**config.mk**
```make
export PLATFORM = sky130hd
export DESIGN_NAME = sn_ring_sched
export DESIGN_NICKNAME = d
export VERILOG_FILES = /design/src/rtl/sn_pkg.sv /design/src/rtl/sn_rr_arb.sv /design/src/rtl/sn_ring_sched.sv
export SDC_FILE = /design/constraint.sdc
export NUM_CORES = 1
export LEC_CHECK = 0
export CAP_MARGIN = 20
export CORE_AREA = 2 2 207 209
export DETAILED_ROUTE_END_ITERATION = 10
export DIE_AREA = 0 0 209 211
export PLACE_DENSITY = 0.52
export SLEW_MARGIN = 25
export SYNTH_ARGS = -nofsm -noshare
export SYNTH_HDL_FRONTEND = slang
export SYNTH_SLANG_ARGS = --single-unit
```
**constraint.sdc**
```tcl
create_clock -name clk -period 3.86 [get_ports clk]
set_input_delay 0.386 -clock clk [delete_from_list [all_inputs] [get_ports clk]]
set_output_delay 0.386 -clock clk [all_outputs]
set_load 0.005 [all_outputs]
```
**src/rtl/sn_pkg.sv**
```systemverilog
// +--------------------------------------------------------------------------+
// | sn_pkg : shared op encoding for the sn ring, its tiles and its scheduler  |
// | Revision: 1.0                                                             |
// +--------------------------------------------------------------------------+
`default_nettype none

package sn_pkg;

    localparam int SN_OP_W = 2;

    typedef enum logic [SN_OP_W-1:0] {
        SN_OP_NOP   = 2'd0,
        SN_OP_LOAD  = 2'd1,
        SN_OP_START = 2'd2,
        SN_OP_STOP  = 2'd3
    } sn_op_e;

endpackage : sn_pkg

`default_nettype wire

```
**src/rtl/sn_rr_arb.sv**
```systemverilog
// +--------------------------------------------------------------------------+
// | sn_rr_arb : combinational round-robin arbiter, search starts at rr_ptr    |
// | Revision: 1.0                                                             |
// +--------------------------------------------------------------------------+
`default_nettype none

module sn_rr_arb #(
    parameter  int NUM_REQ = 4,
    localparam int IDX_W   = $clog2(NUM_REQ)
) (
    input  logic [NUM_REQ-1:0] req,
    input  logic [IDX_W-1:0]   rr_ptr,
    input  logic               enable,
    output logic [NUM_REQ-1:0] grant,
    output logic [IDX_W-1:0]   grant_idx
);

    logic [IDX_W-1:0] idx;

    // Walk from the farthest offset back to rr_ptr so the nearest requester wins.
    always_comb begin
        grant     = '0;
        grant_idx = '0;
        idx       = '0;
        if (enable) begin
            for (int off = NUM_REQ - 1; off >= 0; off--) begin
                idx = IDX_W'((int'(rr_ptr) + off) % NUM_REQ);
                if (req[idx]) begin
                    grant      = '0;
                    grant[idx] = 1'b1;
                    grant_idx  = idx;
                end
            end
        end
    end

endmodule : sn_rr_arb

`default_nettype wire

```
**src/rtl/sn_ring_sched.sv**
```systemverilog
// +--------------------------------------------------------------------------+
// | sn_ring_sched : sole sequencer of the sn ring; arbitrates requesters and  |
// | keeps one ring command outstanding with a timeout. Revision: 1.0          |
// +--------------------------------------------------------------------------+
`default_nettype none

module sn_ring_sched
    import sn_pkg::*;
#(
    parameter  int NUM_REQ        = 4,
    parameter  int TILE_WIDTH     = 4,
    parameter  int ADDR_WIDTH     = 64,
    parameter  int WL_LEN_BITS    = 32,
    parameter  int TIMEOUT_CYCLES = 1024,
    localparam int IDX_W          = $clog2(NUM_REQ)
) (
    input  logic                           clk,
    input  logic                           rst,
    input  logic [NUM_REQ-1:0]             req_valid,
    output logic [NUM_REQ-1:0]             req_ready,
    input  logic [NUM_REQ*SN_OP_W-1:0]     req_op,
    input  logic [NUM_REQ*TILE_WIDTH-1:0]  req_tile,
    input  logic [NUM_REQ*ADDR_WIDTH-1:0]  req_addr,
    input  logic [NUM_REQ*WL_LEN_BITS-1:0] req_len,
    output logic [SN_OP_W-1:0]             ring_op,
    output logic [TILE_WIDTH-1:0]          ring_tile,
    output logic [ADDR_WIDTH-1:0]          ring_addr,
    output logic [WL_LEN_BITS-1:0]         ring_len,
    input  logic                           ring_ack,
    input  logic                           ring_done,
    output logic                           resp_valid,
    output logic [IDX_W-1:0]               resp_id,
    output logic                           resp_err,
    output logic                           busy
);

    localparam int CNT_W = $clog2(TIMEOUT_CYCLES);

    localparam logic [1:0] ST_IDLE      = 2'd0;
    localparam logic [1:0] ST_DRIVE     = 2'd1;
    localparam logic [1:0] ST_WAIT_DONE = 2'd2;
    localparam logic [1:0] ST_RESP      = 2'd3;

    logic [1:0]             state_q, state_d;
    logic [IDX_W-1:0]       rr_ptr_q, rr_ptr_d;
    logic [IDX_W-1:0]       id_q, id_d;
    logic [CNT_W-1:0]       cnt_q, cnt_d;
    sn_op_e                 ring_op_q, ring_op_d;
    logic [TILE_WIDTH-1:0]  ring_tile_q, ring_tile_d;
    logic [ADDR_WIDTH-1:0]  ring_addr_q, ring_addr_d;
    logic [WL_LEN_BITS-1:0] ring_len_q, ring_len_d;
    logic                   resp_valid_q, resp_valid_d;
    logic [IDX_W-1:0]       resp_id_q, resp_id_d;
    logic                   resp_err_q, resp_err_d;
    logic                   busy_q, busy_d;

    logic [NUM_REQ-1:0]     grant;
    logic [IDX_W-1:0]       grant_idx;
    logic                   accept;
    logic                   timeout_hit;
    logic                   err_d;
    sn_op_e                 sel_op;

    sn_rr_arb #(
        .NUM_REQ (NUM_REQ)
    ) u_arb (
        .req       (req_valid),
        .rr_ptr    (rr_ptr_q),
        .enable    (state_q == ST_IDLE),
        .grant     (grant),
        .grant_idx (grant_idx)
    );

    assign req_ready   = grant;
    assign accept      = |grant;
    assign sel_op      = sn_op_e'(req_op[grant_idx*SN_OP_W +: SN_OP_W]);
    assign timeout_hit = (cnt_q == CNT_W'(TIMEOUT_CYCLES - 1));

    always_ff @(posedge clk or posedge rst) begin
        if (rst) begin
            state_q <= ST_IDLE;
        end else begin
            state_q <= state_d;
        end
    end

    // A terminating ack/done takes priority over a timeout in the same cycle.
    always_comb begin
        state_d = state_q;
        case (state_q)
            ST_IDLE: begin
                if (accept) begin
                    state_d = (sel_op == SN_OP_NOP) ? ST_RESP : ST_DRIVE;
                end
            end
            ST_DRIVE: begin
                if (ring_ack) begin
                    state_d = ring_done ? ST_RESP : ST_WAIT_DONE;
                end else if (timeout_hit) begin
                    state_d = ST_RESP;
                end
            end
            ST_WAIT_DONE: begin
                if (ring_done || timeout_hit) begin
                    state_d = ST_RESP;
                end
            end
            default: state_d = ST_IDLE;
        endcase
    end

    always_comb begin
        err_d = 1'b0;
        case (state_q)
            ST_IDLE:      err_d = (sel_op == SN_OP_NOP);
            ST_DRIVE:     err_d = !ring_ack && timeout_hit;
            ST_WAIT_DONE: err_d = !ring_done && timeout_hit;
            default:      err_d = 1'b0;
        endcase

        id_d        = accept ? grant_idx : id_q;
        ring_tile_d = ring_tile_q;
        ring_addr_d = ring_addr_q;
        ring_len_d  = ring_len_q;
        // NOP requests never reach the ring, so only a real issue loads the bus.
        if (state_q == ST_IDLE && state_d == ST_DRIVE) begin
            ring_tile_d = req_tile[grant_idx*TILE_WIDTH +: TILE_WIDTH];
            ring_addr_d = req_addr[grant_idx*ADDR_WIDTH +: ADDR_WIDTH];
            ring_len_d  = req_len[grant_idx*WL_LEN_BITS +: WL_LEN_BITS];
        end
        ring_op_d = SN_OP_NOP;
        if (state_d == ST_DRIVE) begin
            ring_op_d = (state_q == ST_IDLE) ? sel_op : ring_op_q;
        end

        cnt_d = '0;
        if (state_q == ST_DRIVE || state_q == ST_WAIT_DONE) begin
            cnt_d = cnt_q + 1'b1;
        end

        rr_ptr_d = rr_ptr_q;
        if (state_q == ST_RESP) begin
            rr_ptr_d = (id_q == IDX_W'(NUM_REQ - 1)) ? '0 : id_q + 1'b1;
        end

        resp_valid_d = (state_d == ST_RESP);
        resp_id_d    = (state_d == ST_RESP) ? id_d : '0;
        resp_err_d   = (state_d == ST_RESP) && err_d;
        busy_d       = (state_d != ST_IDLE);
    end

    always_ff @(posedge clk or posedge rst) begin
        if (rst) begin
            rr_ptr_q     <= '0;
            id_q         <= '0;
            cnt_q        <= '0;
            ring_op_q    <= SN_OP_NOP;
            ring_tile_q  <= '0;
            ring_addr_q  <= '0;
            ring_len_q   <= '0;
            resp_valid_q <= 1'b0;
            resp_id_q    <= '0;
            resp_err_q   <= 1'b0;
            busy_q       <= 1'b0;
        end else begin
            rr_ptr_q     <= rr_ptr_d;
            id_q         <= id_d;
            cnt_q        <= cnt_d;
            ring_op_q    <= ring_op_d;
            ring_tile_q  <= ring_tile_d;
            ring_addr_q  <= ring_addr_d;
            ring_len_q   <= ring_len_d;
            resp_valid_q <= resp_valid_d;
            resp_id_q    <= resp_id_d;
            resp_err_q   <= resp_err_d;
            busy_q       <= busy_d;
        end
    end

    assign ring_op    = ring_op_q;
    assign ring_tile  = ring_tile_q;
    assign ring_addr  = ring_addr_q;
    assign ring_len   = ring_len_q;
    assign resp_valid = resp_valid_q;
    assign resp_id    = resp_id_q;
    assign resp_err   = resp_err_q;
    assign busy       = busy_q;

endmodule : sn_ring_sched

`default_nettype wire

```
Word level (Yosys, flattened, before mapping)
Cells that the tools add are included.
{ "totals": {"regBits": 123, "inputBits": 416, "output_inout_bits": 111, "word_cells": 93} }
{ "classes": {"addsub": 5, "n_lt_le_gt_ge": 8, "eq_ne": 8, "n_shift": 4, "mux": 40, "n_reduce_logical": 16} }
{ "op_table": {"columns": ["operator", "count"], "rows": [
  ["indexed part select 256 x 9 -> 64 bit", 1],
  ["indexed part select 128 x 8 -> 32 bit", 1],
  ["two-way mux 2 bit", 15],
  ["two-way mux 4 bit", 5],
  ["indexed part select 16 x 5 -> 4 bit", 1],
  ["< comparator 2 x 3 -> 1 bit (second input constant)", 4],
  ["adder 10 x 1 -> 10 bit (second input constant)", 1],
  ["equality test 10 bit (second input constant)", 1],
  ["two-way mux 10 bit", 1],
  ["two-way mux 1 bit", 9],
  ["binary-select mux 1 bit (select 2 bit)", 4],
  ["demux 1 bit (select 2 bit)", 4],
  ["equality test 2 bit (second input constant)", 4],
  [">= comparator 2 x 1 -> 1 bit (second input constant)", 4],
  ["logical AND 1 bit", 8],
  ["indexed part select 8 x 4 -> 2 bit", 1],
  ["one-hot mux 2 bit (3 select lines)", 1],
  ["adder 2 x 1 -> 2 bit (second input constant)", 2],
  ["adder 2 bit (second input constant)", 2],
  ["equality test 2 x 1 -> 1 bit (second input constant)", 2],
  ["zero test 2 bit", 2],
  ["OR reduction 4 bit", 1],
  ["one-hot mux 1 bit (3 select lines)", 1],
  ["zero test 1 bit", 2],
  ["other kinds (3)", 4]
]} }

Logic depth before layout (Yosys ltp)
Gate-level depths: netlist of the first run.
{ "logic_depth": {"word_depth": 15, "ltp_mapped": 14, "depth_no_buf": 9} }

By module
A second synthesis of the first run with hierarchy kept.
{ "unflattened": {"cells_unflattened": 505, "area_unflattened_um2": 8308.0} }
{ "by_module_without_submodules": {"columns": ["mod", "instances", "cells_each", "area_per_inst_um2", "seq_area_each_um2"], "rows": [
  ["sn_ring_sched", 1, 438, 7780.0, 3078.0],
  ["sn_rr_arb", 1, 67, 528.0, 0.0]
]} }

Worst setup path after synthesis of the first run
OpenSTA, ideal clock, no wires.
{ "synth_path": {"path_kind": "reg2reg", "start": "reg rr_ptr_q[1]", "end": "reg ring_addr_q[0], in the netlist ring_addr[0]", "setup_time_ns": 0.125, "arrival_time_ns": 3.396, "t_required_ns": 3.735, "path_slack_ns": 0.339, "path_stages_with_launch": 14, "n_path_buf": 4, "synth_period_minus_slack_ns": 3.521, "cell_sequence": "dfrtp_1 clkbuf_1 inv_1 ha_1 clkbuf_1 mux4_2 or3_4 a211oi_2 a211oi_2 a31o_1 a31oi_4 buf_12 buf_12 mux2_4"} }
{ "synth_via": {"elab_chain_len": 15, "word_cells_on_any_way": 50, "classes_between": "add/sub (3); order compare (8); eq/ne (1); shift (2); mux (29); reduce/logical (7)"} }
{ "synth_lines": {"columns": ["item", "line_no", "rtl"], "rows": [
  ["start, declared", "sn_ring_sched.sv:45", "logic [IDX_W-1:0] rr_ptr_q, rr_ptr_d;"],
  ["start signal, assigned", "sn_ring_sched.sv:166", "rr_ptr_q <= rr_ptr_d;"],
  ["adder 2 bit", "sn_rr_arb.sv:27", "idx = IDX_W'((int'(rr_ptr) + off) % NUM_REQ);"],
  ["binary-select mux 1 bit (select 2 bit), or another cell as far along", "sn_rr_arb.sv:28", "if (req[idx]) begin"],
  ["two-way mux 1 bit (implied by the code) / logical AND 1 bit (equally long branches)", "sn_rr_arb.sv:28, sn_rr_arb.sv:30", null],
  ["two-way mux 2 bit / two-way mux 1 bit (equally long branches)", "sn_rr_arb.sv:28, sn_rr_arb.sv:30", null],
  ["two-way mux 2 bit / demux 1 bit (select 2 bit) (equally long branches)", null, null],
  ["two-way mux 2 bit / two-way mux 4 bit (equally long branches) (2 in a row)", "sn_rr_arb.sv:28", null],
  ["two-way mux 2 bit / two-way mux 4 bit (equally long branches)", "sn_rr_arb.sv:25, sn_rr_arb.sv:28", null],
  ["indexed part select 8 x 4 -> 2 bit / two-way mux 4 bit (equally long branches)", "sn_ring_sched.sv:76, sn_rr_arb.sv:28", null],
  ["zero test 2 bit / two-way mux 4 bit (equally long branches)", "sn_ring_sched.sv:93, sn_rr_arb.sv:25", null],
  ["two-way mux 2 bit / OR reduction 4 bit (equally long branches)", "sn_ring_sched.sv:93, sn_ring_sched.sv:75", null],
  ["two-way mux 2 bit", "sn_ring_sched.sv:92", "if (accept) begin"],
  ["one-hot mux 2 bit (3 select lines)", "sn_ring_sched.sv:90", "case (state_q)"],
  ["equality test 2 x 1 -> 1 bit", "sn_ring_sched.sv:126", "if (state_q == ST_IDLE && state_d == ST_DRIVE) begin"],
  ["logical AND 1 bit", "sn_ring_sched.sv:126", null],
  ["end signal, assigned", "sn_ring_sched.sv:171", "ring_addr_q <= ring_addr_d;"],
  ["end, declared", "sn_ring_sched.sv:50", "logic [ADDR_WIDTH-1:0] ring_addr_q, ring_addr_d;"]
]} }
Several ways; a longest one is shown, not always the timed one. The select of a mux whose other input is x is not followed.
A chain may end at the register's enable or synchronous reset.

Worst setup path in the final report of the first run
{ "layout_path": {"start": "reg rr_ptr_q[0]", "end": "reg ring_addr_q[50], in the netlist ring_addr[50]"} }
Same word-level chain as after synthesis.

==> results.json, run 1 <==
{
  "outcome": "complete, no violations",
  "core_area_um2": 41800,
  "instances_no_fill": 1812,
  "wl_per_cell_um": 19.2,
  "detail-route-antenna-nets": 0,
  "synthDominantCellAreaShare_pct": 33.2,
  "dpl-instance-area_um2": 15100,
  "drc": 0,
  "synth-seq-cells": 123,
  "synth.avg_cell_area_um2": 12.6,
  "fin_crit_ns": 3.50,
  "grt_max_degree": 66,
  "area_growth_pct": 70.4,
  "stdcell_area_um2": 15800,
  "power_switching_mw": 4.27,
  "whs_ns": 0.393,
  "clkLatencyLatePin_ns": 0.43,
  "regToRegSetupSlack_ns": 0.36,
  "r2r_cells": 11,
  "syn-cell-area_um2": 9260,
  "rsz0062_at_grt": "false",
  "htreeDepth": 4,
  "routed_wl_um": 34800,
  "yosysUniqueCellTypes": 52,
  "crit_fanout": 29,
  "peakVddDrop_mv": 0.564,
  "ctsLongestPathBuffers": 2,
  "slew_violations": 0,
  "die-width_um": 209,
  "grt_pass1_vias": 8396,
  "tritoncts": "built",
  "clk_pin_slew_worst_paths_ns": 0.06,
  "floorplan.initialDensity_pct": 22.2,
  "ys_seq_area_share_pct": 33.2,
  "p_per_area_nw_per_um2": 748,
  "fmax_ghz": 0.286,
  "vias_per_cell": 4.32,
  "fin_skew_ns": 0.0131,
  "cp-end-kind": "flip-flop",
  "min_period_over_period_pct": 90.6,
  "clock_sinks": 123,
  "worstMarginPinSlew_ns": 0.569,
  "cp.arrival_ns": 3.81,
  "finalHoldViolCount": 0,
  "layout.nets": 1692,
  "ctsHoldBuffers": 0,
  "power_frac_comb_pct": 65.5,
  "post-cts-setup-buffers": 0,
  "fin_setup_tns_ns": 0,
  "yosys_warnings": 0,
  "p_int_mw": 7.53,
  "power_frac_clock_pct": 14.9,
  "power_frac_seq_pct": 19.6,
  "io_buffers": 526,
  "rows": 75,
  "synth_cells": 737,
  "synth_nets": 1169,
  "drive_gt1_share_pct": 14.1,
  "clock-root-buffer": "clkbuf_16",
  "track_usage_pct": 15.2,
  "critPathLaunchType": "flip-flop",
  "cap_violations": 0,
  "grt_first_pass_wirelength_um": 50800,
  "post_cts_resized": 0,
  "antenna_found_initial": 0,
  "die_area_um2": 44100,
  "cts_made_buffers": 17,
  "post-place-cells": 1780,
  "finalSetupViolations": 0,
  "vias": 7822,
  "diodes": 0,
  "dp.final_hpwl_um": 28100,
  "p_leak_nw": 6.61,
  "place_congestion": 0.835,
  "grt_remaining_overflow": 0,
  "relSlewSlack_pct": 62.0,
  "crit_type": "reg -> reg",
  "hold_class": "in -> async",
  "chipHeight_um": 211,
  "crit_required_ns": 4.17,
  "pin_count": 527,
  "drt_first_pass_iters": 4,
  "first_iter_violations": 233,
  "switching_share_pct": 36.2,
  "yosysTopAreaCell": "dfrtp_1",
  "synth.top_cells.by_area": "dfrtp_1, mux2i_1, mux2_4, buf_12, ha_1"
}
==> synth_stat cells (all sizes together) <==
| cell | n |
|---|---|
| clkbuf | 8 |
| o21ai | 17 |
| a21boi | 3 |
| xnor2 | 3 |
| a32o | 1 |
| nor4bb | 1 |
| o311ai | 2 |
| a32oi | 1 |
| or2 | 2 |
| nor2 | 12 |
| and2 | 6 |
| o31a | 1 |
| a21oi | 11 |
| a22o | 2 |
| mux2i | 304 |
| and3 | 2 |
| mux2 | 100 |
| nand3b | 2 |
| dfrtp | 123 |
| a21o | 2 |
| nor2b | 3 |
| a31o | 2 |
| inv | 12 |
| o311a | 1 |
| a31oi | 5 |
| a22oi | 2 |
| ha | 16 |
| nor3 | 2 |
| a211oi | 6 |
| or3 | 6 |
| a221oi | 2 |
| nand4 | 3 |
| nor3b | 1 |
| mux4 | 6 |
| nand2b | 1 |
| o31ai | 1 |
| buf | 43 |
| nand2 | 12 |
| a2111oi | 1 |
| xor2 | 2 |
| nand3 | 7 |
==> critical path, cell delays in order, from the launching register on <==
cell	delay, ns
dfrtp_1	0.34
inv_1	0.12
ha_1	0.47
mux4_2	0.58
a21oi_1	0.23
a211oi_2	0.08
a211oi_2	0.34
o21ai_2	0.14
a31oi_4	0.30
buf_12	0.19
buf_12	0.24
mux2_4	0.32
==> cells in the final DEF (no fill, tap or decap), types with 4 or more instances in the layout <==
cell type	synthesis	layout
mux2_4	100	100
and2_1	6	6
o21ai_0	14	14
buf_12	11	10
buf_4	0	19
nand3_1	7	7
a31oi_1	4	4
bufinv_16	0	4
nand2_1	12	12
nor2_1	12	12
mux2i_1	304	304
clkdlybuf4s50_1	0	526
or3_1	5	5
a211oi_1	4	4
a21oi_1	11	11
ha_1	16	16
mux4_2	6	6
clkbuf_16	0	17
dfrtp_1	123	123
inv_1	11	10
==> flip-flops by register name (all words and copies together), names as in the netlist <==
signal	flops
ring_addr	64
rr_ptr_q	2
state_q	2
resp_err	1
id_q	2
resp_id	2
resp_valid	1
cnt_q	10
ring_tile	4
busy	1
ring_len	32
ring_op	2
==> cells by family after synthesis <==
logic type	Yosys count	synth area share, %
muxes	410	50.5
DFF	123	33.2
buffers and inverters	63	5.03
AOI/OAI and AO/OA	60	5.12
and+or+nand+nor	60	3.42
adders and majority gates	16	2.16
xor gates and xnor gates	5	0.473
==> layer usage <==
layer	track usage, %	vias up	part of all wire, %
met3	3.69	30	5.9
met4	4.26	0	1.7
li1	-	3797	-
met5	0	-	0
met1	17.2	3701	39
met2	28.4	294	53
==> power groups by stage <==
| stage | clock, mW | combinational, mW | sequential (mW) |
|---|---|---|---|
| floorplan | 0 | 5.07 | 2.32 |
| global placement | 0 | 7.83 | 2.34 |
| detailed placement | 0 | 7.87 | 2.32 |
| CTS | 1.82 | 7.89 | 2.33 |
| global route | 1.89 | 8.28 | 2.40 |
| finish | 1.76 | 7.72 | 2.31 |
==> through the flow <==
stage / setup slack (ns) / util, % / total power [mW]
after floorplan: 0.203 / - / 7.39
after global placement: 0.250 / 36.3 / 10.2
after detailed placement: 0.231 / 36.3 / 10.2
after CTS: 0.381 / 37.8 / 12.0
after global routing: 0.223 / 37.8 / 12.6
final: 0.362 / 37.8 / 11.8
==> worst paths after layout <==
| path | endpoint | startpoint |
|---|---|---|
| worst max register to register | ring_addr[50]$_DFFE_PP0P_ | rr_ptr_q[0]$_DFFE_PP0N_ |
| max in group asynchronous | cnt_q[2]$_DFF_PP0_ | rst |
| worst min register to register | cnt_q[0]$_DFF_PP0_ | cnt_q[0]$_DFF_PP0_ |
| worst min-delay path | ring_len[0]$_DFFE_PP0P_ | rst |
| min in group clk | cnt_q[0]$_DFF_PP0_ | cnt_q[0]$_DFF_PP0_ |
| worst max-delay path | ring_addr[50]$_DFFE_PP0P_ | rr_ptr_q[0]$_DFFE_PP0N_ |
==> cell type report <==
cell class | instances | area, um^2
multi-input cells | 551 | 5730
inverters | 12 | 50.0
clock inverters | 13 | 191
repair buffers | 555 | 5610
flip-flops and latches | 123 | 3080
well taps | 539 | 674
fillers | 4140 | 26000
clock buffers | 19 | 443
Note: power is estimated with default switching activity, not from simulation.
==> inputs of run 2 (changes only) <==
Settings changed: GPL_TIMING_DRIVEN set to 0, RECOVER_POWER set to 50.
==> run 2 against run 1 <==
Against the previous run:
- the flow now finishes with violations (capacitance limit, slew limit)
- sequential cell count stayed put
- power is 1.1% higher
- design area is 0.48% higher
- register-to-register slack worse by 0.09 ns
- global-route usage is 1.9 points higher
- critical path depth is 1 lower
- count of clock-buffer cells in the layout is 7 higher
- core utilization is 0.18 points higher
- non-clock buffer count is 21 higher
- combinational power is 3.6% higher
- die area stayed put
- critical endpoint is now req_ready[2]
- largest cell class is now buffers
==> results.json, run 2 (synthesis results as in run 1) <==
{
  "dpl-instance-area_um2": 15200,
  "final_common_cell": "clkdlybuf4s50_1",
  "seqCellArea_um2": 3080,
  "power_frac_seq_pct": 19.4,
  "ctsHoldBuffers": 0,
  "violations": "capacitance limit, slew limit",
  "outcome": "finished, violations left",
  "relSlewSlack_pct": -66.0,
  "cap_violations": 1,
  "largest_register_ffs": 64,
  "die_area_um2": 44100,
  "min_period_over_period_pct": 94.8,
  "utilization_pct": 38.0,
  "switching_share_pct": 37.5,
  "fmax_ghz": 0.273,
  "grt_remaining_overflow": 0,
  "p_leak_nw": 6.70,
  "peakVddDrop_mv": 0.258,
  "pin_count": 527,
  "cts_made_buffers": 17,
  "wl_per_cell_um": 21.1,
  "cp.arrival_ns": 3.27,
  "htreeDepth": 4,
  "tritoncts": "built",
  "slew_violations": 59,
  "multiInputGateArea_um2": 5730,
  "routed_wl_um": 38600,
  "track_usage_pct": 17.1,
  "fin_skew_ns": 0.00653,
  "drc": 0,
  "worstMarginPinSlew_ns": 2.49,
  "power_frac_clock_pct": 13.5,
  "io_buffers": 526,
  "place_congestion": 0.835,
  "first_iter_violations": 226,
  "grt_first_pass_wirelength_um": 55400,
  "clk_pin_slew_worst_paths_ns": 0.06,
  "finalHoldViolCount": 0,
  "drt_first_pass_iters": 4,
  "final_cell_mix": "clkdlybuf4s50_1, mux2i_1, dfrtp_1",
  "n_fill_cell": 4146,
  "grt_max_degree": 66,
  "clock-root-buffer": "clkbuf_16",
  "clock_sinks": 123,
  "diodes": 0,
  "clkLatencyLatePin_ns": 0.43,
  "chipHeight_um": 211,
  "rsz0062_at_grt": "false",
  "crit_required_ns": 3.47,
  "power_frac_comb_pct": 67.1,
  "cp-end-kind": "primary output",
  "grt_pass1_vias": 8591,
  "stdcell_area_um2": 15900,
  "power_switching_mw": 4.48,
  "post-place-cells": 1803,
  "floorplan.initialDensity_pct": 22.2,
  "layout.nets": 1713,
  "finalSetupViolations": 0,
  "crit_type": "reg -> out",
  "crit_fanout": 10,
  "timing.critical_path.slowest_cell_delay_ns": 0.55,
  "path_cells": "buf_6 -> inv_1 -> ha_4 -> mux4_2 -> nor2b_1 -> a221oi_1 -> nor3_1 -> a21oi_1 -> nor2_1 -> clkdlybuf4s50_1",
  "antenna_found_initial": 0,
  "hold_class": "reg -> reg",
  "ctsLongestPathBuffers": 2,
  "drive_gt1_share_pct": 15.2,
  "detail-route-antenna-nets": 0,
  "fin_crit_ns": 3.66,
  "p_int_mw": 7.45,
  "crit_path_top_delay_cell": "mux4_2",
  "die-width_um": 209,
  "p_per_area_nw_per_um2": 753,
  "vias": 7940,
  "instances_no_fill": 1832,
  "dp.final_hpwl_um": 31000,
  "core_area_um2": 41800,
  "rows": 75,
  "fin_setup_tns_ns": 0,
  "vias_per_cell": 4.33,
  "critPathLaunchType": "flip-flop",
  "area_growth_pct": 71.2
}
==> run 2: cell count changes in the layout (fill, tap and decap cells not counted), moves of 4 or more <==
cell,previous run,this run
buf_2,0,21
and2_0,0,4
dlygate4sd3_1,0,44
clkbuf_1,1,5
buf_4,19,6
clkbuf_8,1,7
clkbuf_4,0,4
and2_1,6,2
clkdlybuf4s50_1,526,482
==> run 2: what timing repair did <==
action,CTS,global route
endpoints found under the setup margin,108,104
buffers inserted,0,0
hold endpoints to repair,0,0
gates resized for setup,13,9
==> run 2: area by class of cell <==
type                            count  area share (%)
Timing Repair Buffer              527            33.4
Clock buffer                       26            3.28
Clock inverter                      5           0.363
Multi-Input combinational cell    551            36.1
Inverter                           12           0.284
Tap cell                          539            4.25
Sequential cell                   123            19.4
Buffer                             49            2.87
==> run 2: metal layers <==
metal  vias to the layer above  share of wire (%)  global-route usage [%]
met1                      3790                 42                    20.4
met2                       283                 50                    30.2
met5                         -                  0                       0
met3                        36                5.5                    4.06
li1                       3831                  -                       -
met4                         0                2.1                    5.79
==> run 2: final timing paths <==
check	end	depth (start not counted)	from	slack (ns)
max	req_ready[2]	10	rr_ptr_q[0]$_DFFE_PP0N_	0.20
min	cnt_q[0]$_DFF_PP0_	1	cnt_q[0]$_DFF_PP0_	0.46
max reg2reg	ring_addr[35]$_DFFE_PP0P_	12	rr_ptr_q[0]$_DFFE_PP0N_	0.27
min reg2reg	cnt_q[0]$_DFF_PP0_	1	cnt_q[0]$_DFF_PP0_	0.46
max in group asynchronous	ring_addr[21]$_DFFE_PP0P_	2	rst	1.14
min in group asynchronous	ring_len[3]$_DFFE_PP0P_	2	rst	1.25
==> run 2: worst max-delay path, delay by kind of cell (launching register included) <==
family / cells / cell delay, ns
flip-flops: 1 / 0.41
AO/OA/AOI/OAI: 2 / 0.38
multiplexers: 1 / 0.55
buffers and inverters: 3 / 0.80
adder cells (fa/ha/maj): 1 / 0.37
AND/OR/NAND/NOR: 3 / 0.32
==> run 2: power groups by stage <==
stage               Combinational, mW  Sequential (mW)  Clock (mW)
finish                           8.00             2.31        1.61
global route                     8.57             2.40        1.72
CTS                              8.23             2.33        1.67
detailed placement               8.18             2.31           0
global placement                 8.13             2.32           0
floorplan                        5.07             2.32           0
==> run 2: through the flow <==
stage          hold WS [ns]  setup WS, ns  power, mW
5_1_grt               0.478        0.0183       12.7
4_1_cts               0.373       0.00286       12.2
3_3_place_gp          0.445         -2.27       10.4
6_report              0.464         0.200       11.9
3_5_place_dp          0.457        -0.985       10.5
2_1_floorplan         0.431         0.203       7.39
==> inputs of run 3 (changes only) <==
Settings changed: ABC_CLOCK_PERIOD_IN_PS set to 3860.
==> results of run 3 <==
The final DEF is identical to that of run 2; final timing and power are the same.
